===== src/rtl/fp_align_stage.sv =====
// Two-stage FP add/sub front end: unpacks IEEE-754 singles, orders operands by magnitude,
// aligns the smaller mantissa to the larger exponent and flags NaN/Inf results.
module fp_align_stage #(
  parameter int unsigned STICKY_EN = 1
) (
  input  logic        clk,
  input  logic        rst,
  input  logic        in_valid,
  output logic        in_ready,
  input  logic [31:0] a,
  input  logic [31:0] b,
  input  logic        sub,
  output logic        out_valid,
  input  logic        out_ready,
  output logic [24:0] man_big,
  output logic [24:0] man_small,
  output logic [7:0]  exp_out,
  output logic        sign_big,
  output logic        eff_sub,
  output logic        sticky,
  output logic        special,
  output logic [31:0] special_res
);

  localparam int unsigned MW = 25;
  localparam int unsigned EW = 8;
  localparam logic [31:0] QNAN = 32'h7FC0_0000;

  logic s2_adv;
  logic s1_valid;

  // Stage 1 registers
  logic [MW-1:0] s1_man_big, s1_man_small;
  logic [EW-1:0] s1_exp, s1_d;
  logic          s1_sign_big, s1_eff_sub, s1_special;
  logic [31:0]   s1_res;

  // Stage 1 combinational results
  logic [MW-1:0] a_man, b_man, c1_man_big, c1_man_small;
  logic [EW-1:0] a_exp_eff, b_exp_eff, c1_exp, c1_d;
  logic          b_sign_eff, a_is_big, a_nan, b_nan, a_inf, b_inf;
  logic          c1_sign_big, c1_eff_sub, c1_special;
  logic [31:0]   c1_res;

  assign s2_adv   = !out_valid || out_ready;
  assign in_ready = !s1_valid || s2_adv;

  // Unpack, magnitude compare, swap, exponent difference and special detection
  always_comb begin
    a_man        = {|a[30:23], a[22:0], 1'b0};
    b_man        = {|b[30:23], b[22:0], 1'b0};
    a_exp_eff    = (a[30:23] == '0) ? EW'(1) : a[30:23];
    b_exp_eff    = (b[30:23] == '0) ? EW'(1) : b[30:23];
    b_sign_eff   = b[31] ^ sub;
    c1_eff_sub   = a[31] ^ b_sign_eff;
    a_is_big     = a[30:0] >= b[30:0];
    a_nan        = (a[30:23] == '1) && (a[22:0] != '0);
    b_nan        = (b[30:23] == '1) && (b[22:0] != '0);
    a_inf        = (a[30:23] == '1) && (a[22:0] == '0);
    b_inf        = (b[30:23] == '1) && (b[22:0] == '0);
    c1_man_big   = a_is_big ? a_man : b_man;
    c1_man_small = a_is_big ? b_man : a_man;
    c1_exp       = a_is_big ? a[30:23] : b[30:23];
    c1_sign_big  = a_is_big ? a[31] : b_sign_eff;
    c1_d         = a_is_big ? (a_exp_eff - b_exp_eff) : (b_exp_eff - a_exp_eff);
    c1_special   = a_nan || b_nan || a_inf || b_inf;
    c1_res       = '0;
    if (a_nan || b_nan || (a_inf && b_inf && c1_eff_sub)) c1_res = QNAN;
    else if (a_inf)                                       c1_res = {a[31], 8'hFF, 23'd0};
    else if (b_inf)                                       c1_res = {b_sign_eff, 8'hFF, 23'd0};
  end

  always_ff @(posedge clk) begin
    if (rst) begin
      s1_valid     <= 1'b0;
      s1_man_big   <= '0;
      s1_man_small <= '0;
      s1_exp       <= '0;
      s1_d         <= '0;
      s1_sign_big  <= 1'b0;
      s1_eff_sub   <= 1'b0;
      s1_special   <= 1'b0;
      s1_res       <= '0;
    end else if (in_ready) begin
      s1_valid <= in_valid;
      if (in_valid) begin
        s1_man_big   <= c1_man_big;
        s1_man_small <= c1_man_small;
        s1_exp       <= c1_exp;
        s1_d         <= c1_d;
        s1_sign_big  <= c1_sign_big;
        s1_eff_sub   <= c1_eff_sub;
        s1_special   <= c1_special;
        s1_res       <= c1_res;
      end
    end
  end

  // Stage 2: alignment shift with sticky collection, special-result muxing
  logic [2*MW-1:0] shifted;
  logic [MW-1:0]   c2_man_small;
  logic            c2_sticky_raw, c2_sticky;

  always_comb begin
    shifted = {s1_man_small, MW'(0)} >> s1_d;
    if (s1_d >= EW'(MW)) begin
      c2_man_small  = '0;
      c2_sticky_raw = |s1_man_small;
    end else begin
      c2_man_small  = shifted[2*MW-1:MW];
      c2_sticky_raw = |shifted[MW-1:0];
    end
    c2_sticky = (STICKY_EN != 0) && !s1_special && c2_sticky_raw;
  end

  always_ff @(posedge clk) begin
    if (rst) begin
      out_valid   <= 1'b0;
      man_big     <= '0;
      man_small   <= '0;
      exp_out     <= '0;
      sign_big    <= 1'b0;
      eff_sub     <= 1'b0;
      sticky      <= 1'b0;
      special     <= 1'b0;
      special_res <= '0;
    end else if (s2_adv) begin
      out_valid <= s1_valid;
      if (s1_valid) begin
        man_big     <= s1_special ? '0 : s1_man_big;
        man_small   <= s1_special ? '0 : c2_man_small;
        exp_out     <= s1_exp;
        sign_big    <= s1_sign_big;
        eff_sub     <= s1_eff_sub;
        sticky      <= c2_sticky;
        special     <= s1_special;
        special_res <= s1_special ? s1_res : '0;
      end
    end
  end

endmodule


===== config.mk =====
export PLATFORM = sky130hd
export DESIGN_NAME = fp_align_stage
export DESIGN_NICKNAME = d
export VERILOG_FILES = /design/src/rtl/fp_align_stage.sv
export SDC_FILE = /design/constraint.sdc
export NUM_CORES = 1
export LEC_CHECK = 0
export CORE_ASPECT_RATIO = 1.1
export CORE_MARGIN = 2
export CORE_UTILIZATION = 40
export CTS_CLUSTER_DIAMETER = 80
export DETAILED_ROUTE_END_ITERATION = 10
export PLACE_DENSITY_LB_ADDON = 0.1
export RECOVER_POWER = 50
export SLEW_MARGIN = 10
export SYNTH_ARGS = -nofsm -noshare
export SYNTH_HDL_FRONTEND = slang
export SYNTH_SLANG_ARGS = --single-unit

===== constraint.sdc =====
create_clock -name clk -period 8.3 [get_ports clk]
set_clock_uncertainty 0.1 [all_clocks]
set_input_delay 2.49 -clock clk [delete_from_list [all_inputs] [get_ports clk]]
set_output_delay 2.49 -clock clk [all_outputs]
set_load 0.005 [all_outputs]

; After elaboration in Yosys (flattened, before gate mapping)
; Index checks and enable logic that the tools add are counted.
[totals]
regBits = 197
in_bits = 69
out_inout_bits = 96
word_cells = 70
[classes]
addsub = 2
n_lt_le_gt_ge = 2
n_eq_ne = 2
n_shift = 1
muxes = 15
bitwise = 2
reduce_logical = 28
[ops]
columns = cell, n
row1 = two-way mux 32 bit, 4
row2 = two-way mux 25 bit, 5
row3 = OR reduction 25 bit, 2
row4 = right shift 50 x 8 -> 50 bit, 1
row5 = zero test 23 bit, 2
row6 = nonzero test 23 bit, 2
row7 = two-way mux 8 bit, 4
row8 = >= comparator 31 bit, 1
row9 = == test 8 bit (second input constant), 2
row10 = zero test 8 bit, 2
row11 = OR reduction 8 bit, 2
row12 = subtractor 8 bit, 2
row13 = >= comparator 8 x 5 -> 1 bit (second input constant), 1
row14 = logical AND 1 bit, 7
row15 = logical OR 1 bit, 6
row16 = AND reduction 2 bit, 2
row17 = zero test 1 bit, 3
row18 = two-way mux 1 bit, 2
row19 = bitwise XOR 1 bit, 2

; Logic depth before layout (Yosys ltp)
[depth]
word_depth = 6
ltp_mapped = 13
depth_no_buf = 13

; Least setup slack after synthesis
; OpenSTA, ideal clock, no wires.
[synth_timing]
kind = input to output
startpoint = input out_ready
endpoint = output in_ready
t_arrival_ns = 2.818
t_required_ns = 5.710
slack_ns = 2.892
cell_stages = 2
path_buffers = 0
path_cell_list = nor2b_1 nand2_1
[synth_between]
elab_chain_len = 2
[synth_lines]
columns = element, line
row1 = "start, declared", 14  ; input logic out_ready,
row2 = logical OR 1 bit, 45  ; assign s2_adv = !out_valid || out_ready;
row3 = logical OR 1 bit, 46  ; assign in_ready = !s1_valid || s2_adv;
row4 = "end, declared", 9  ; output logic in_ready,
; Every way passes these cells.

; Worst setup path after layout
[layout_timing]
startpoint = input out_ready
endpoint = register man_small[0]
[layout_between]
elab_chain_len = 2
[layout_lines]
columns = element, line
row1 = logical OR 1 bit, 45
row2 = AND reduction 2 bit (no line), n/a
row3 = "end signal, assigned", 131  ; man_small <= s1_special ? '0 : c2_man_small;
row4 = "end, declared", 16  ; output logic [24:0] man_small,
; Every way passes these cells.
; A chain may end at the register's enable or synchronous reset.

==> results.md <==
* Run status: finished with violations
* Failing checks: max-capacitance violations, max-slew violations
* Post-route setup TNS at 0 ns
* Vias in the first global route at 7,885
* Final HPWL DP at 21,100 um
* Dominant synthesized flop cell: dfxtp_1
* Post-synthesis compound-gate area fraction at 0.192
* Vias per cell at 5.56
* Initial Utilization at 0.405
* Clock transition at path regs at 0.07 ns
* Crit path launch: out_ready
* Synthesized instance count at 1,103
* WS Path Type: input port to flip-flop
* Hold/Removal Path Class: flip-flop to flip-flop
* RD Place Congestion at 0.911
* Worst-Skew Late Latency at 0.42 ns
* Crit-path cells: dlygate4sd3_1 > nor2b_1 > nand2b_2 > clkbuf_1 > nor3_1 > a32oi_1 > a21oi_1
* Register-to-Register Path Depth at 6
* Number of detailed-route iterations in the first pass at 5
* Lkg Pwr at 4.70 nW
* Clock Path Buffers at 2
* RSZ-0062 raised after global routing: false
* Sequential share of the synthesized area at 0.295
* CP max stage cell: clkbuf_1
* Post-Syn Area at 9220 um2
* Worst r2r dst: man_small[0]
* PostCTS Resize Cnt at 0
* Yosys cell types at 80
* Area contributors post-synth: dfxtp_1 30%, mux2i_1 9.3%, ha_1 6.1%
* Syn_area_per_cell at 8.36 um2
* First-pass GRT wire length at 43,900 um
* Hold Buf Count CTS at 0
* Via count at 8,286
* Yosys top cell area share at 0.295
* Max-Cap Viols at 1
* Critical Path AT at 6.91 ns
* # diodes at 0
* Initial antenna violation count at 0
* Power Dens Cells at 185 nW/um2
* Grt total ovfl at 0
* Worst setup EP type: flip-flop
* CP required at 8.47 ns
* Synth Area in XOR/XNOR at 0.00760
* Hold Violations, Final at 0
* Post-synthesis simple-gate area fraction at 0.187
* Final WL at 28,500 um
* Post-synth EDFFs at 0
* Final critical-path share of the clock period at 0.812
* Endpoints failing setup at 0
* DRC Markers at 0
* Crit-path max FO at 66
* Adder-Cell Fraction of Synth Area at 0.0654
* Post-synth top area cell: dfxtp_1
* Post-synth top cells: 136 x dfxtp_1, 111 x nor2_1, 108 x nand2_1
* DIE WIDTH at 149 um
* Floorplan core area at 22,800 um2
* Syn-to-layout area delta at 20.3%
* Die area at 24,300 um2
* Rows at 58
* Tmin final at 6.74 ns
* Mux cell area share after synthesis at 0.153
* CTS H-tree depth at 4
* Slew HR at -0.970
* Die height at 163 um
* Crit-path max cell delay at 2.09 ns
* Final core utilization at 0.487
* Largest net degree at the start of global routing at 78
* CTS Buf Count at 17
* Tot GR Track Use at 0.234
* Synth warn at 0
* Clock sinks at 136
* CP Capture Point: man_small[0]
* VDD IR-drop max at 0.123 mV
* Nets at 1,292
* Main combinational cell family by area after synthesis: compound AO/OA/AOI/OAI gates
* R2r setup slk at 3.82 ns
* Fin. max-slew vios at 67
* Buffers added on ports at 141
* Most common cell in the netlist: dfxtp_1
* Crit start category: input port
* Layout cell share with drive strength beyond 1 at 0.0740
* CTS tree: built
* Reg2reg start: out_valid
* Number of synthesized register bits at 136
* Root Buffer: clkbuf_16
* Worst hold start: man_big[1]
* Post CTS Setup Buffer Count at 0
* Fmax at 148 MHz
* Tightest Pin Transition at 2.95 ns
* I/O pin total at 165
* Antenna-violating nets left at 0
* Iteration-0 DRC Markers at 525
* Ys async rst share at 0
* Avg WL per Cell at 19.1 um
[worst min path at each step]
stage | end | slack, ns | depth (start not counted)
CTS | eff_sub | 0.35 | 2
floorplan | eff_sub | 0.33 | 2
finish | man_big[1] | 0.35 | 2
global placement | man_big[2] | 0.34 | 2
global route | special_res[31] | 0.37 | 2
detailed placement | exp_out[4] | 0.35 | 2
[state kept, by name (all words and copies together), names as in the netlist, 8 cells and up]
| signal | flops |
|---|---|
| exp_out | 8 |
| man_big | 24 |
| man_small | 25 |
| s1_d | 8 |
| s1_exp | 8 |
| s1_man_big | 24 |
| s1_man_small | 24 |
[cell families (layout without fill, tap and decap cells)]
kind of cell	Yosys count	after routing
AO/OA/AOI/OAI	260	260
flip-flops	136	136
multiplexers	116	116
other	1	23
XOR/XNOR	8	8
adder cells (fa/ha/maj)	47	47
AND/OR/NAND/NOR	359	359
buffers and inverters	176	240
[routing by layer]
metal | GRT usage | share of wire | vias to the layer above | wire length [um]
li1 | - | - | 4080 | -
met1 | 0.291 | 0.43 | 3971 | 12300
met2 | 0.405 | 0.49 | 198 | 14100
met3 | 0.0302 | 0.031 | 37 | 889
met4 | 0.107 | 0.043 | 0 | 1210
met5 | 0 | 0 | - | 0
[cells in the final DEF (no fill, tap or decap), drive strengths merged, types with 28 or more instances in the layout]
cell type / n
clkdlybuf4s50: 67
ha: 45
a21oi: 70
o21ai: 28
nand2: 108
nor2: 111
mux2i: 86
a211oi: 62
dlygate4sd3: 73
inv: 63
dfxtp: 136
[worst max-delay path: cells and delay by family]
family	cells	cell delay [ns]
and+or+nand+nor	3	1.21
AOI/OAI and AO/OA	2	0.57
buffers and inverters	2	2.62
[per-stage QoR]
stage / instance area (um2) / total power, mW / worst slack [ns] / std cells / hold WS, ns
after floorplan: 9300 / 1.14 / 2.89 / 1125 / 0.332
after global placement: 10500 / 1.30 / 1.75 / 1457 / 0.342
after detailed placement: 10500 / 1.30 / 1.69 / 1457 / 0.346
after CTS: 11100 / 2.07 / 1.80 / 1489 / 0.350
after global routing: 11100 / 2.15 / 1.11 / 1489 / 0.368
final: 11100 / 2.05 / 1.56 / 1489 / 0.350
[where the power goes]
part	switching [mW]	leakage, nW	internal (mW)
combinational	0.302	3.29	0.238
clock	0.355	0.291	0.407
sequential	0.0559	1.12	0.693
total	0.713	4.70	1.34
[final cells by class]
class                      instances  area, um2
tap                              300        375
clock inverter                    15        178
multi-input combinational        813       5690
timing repair buffer             153       1500
inverter                          55        206
clock buffer                      17        425
fill                            2258      11700
sequential                       136       2720
(Power assumes the default switching activity.)
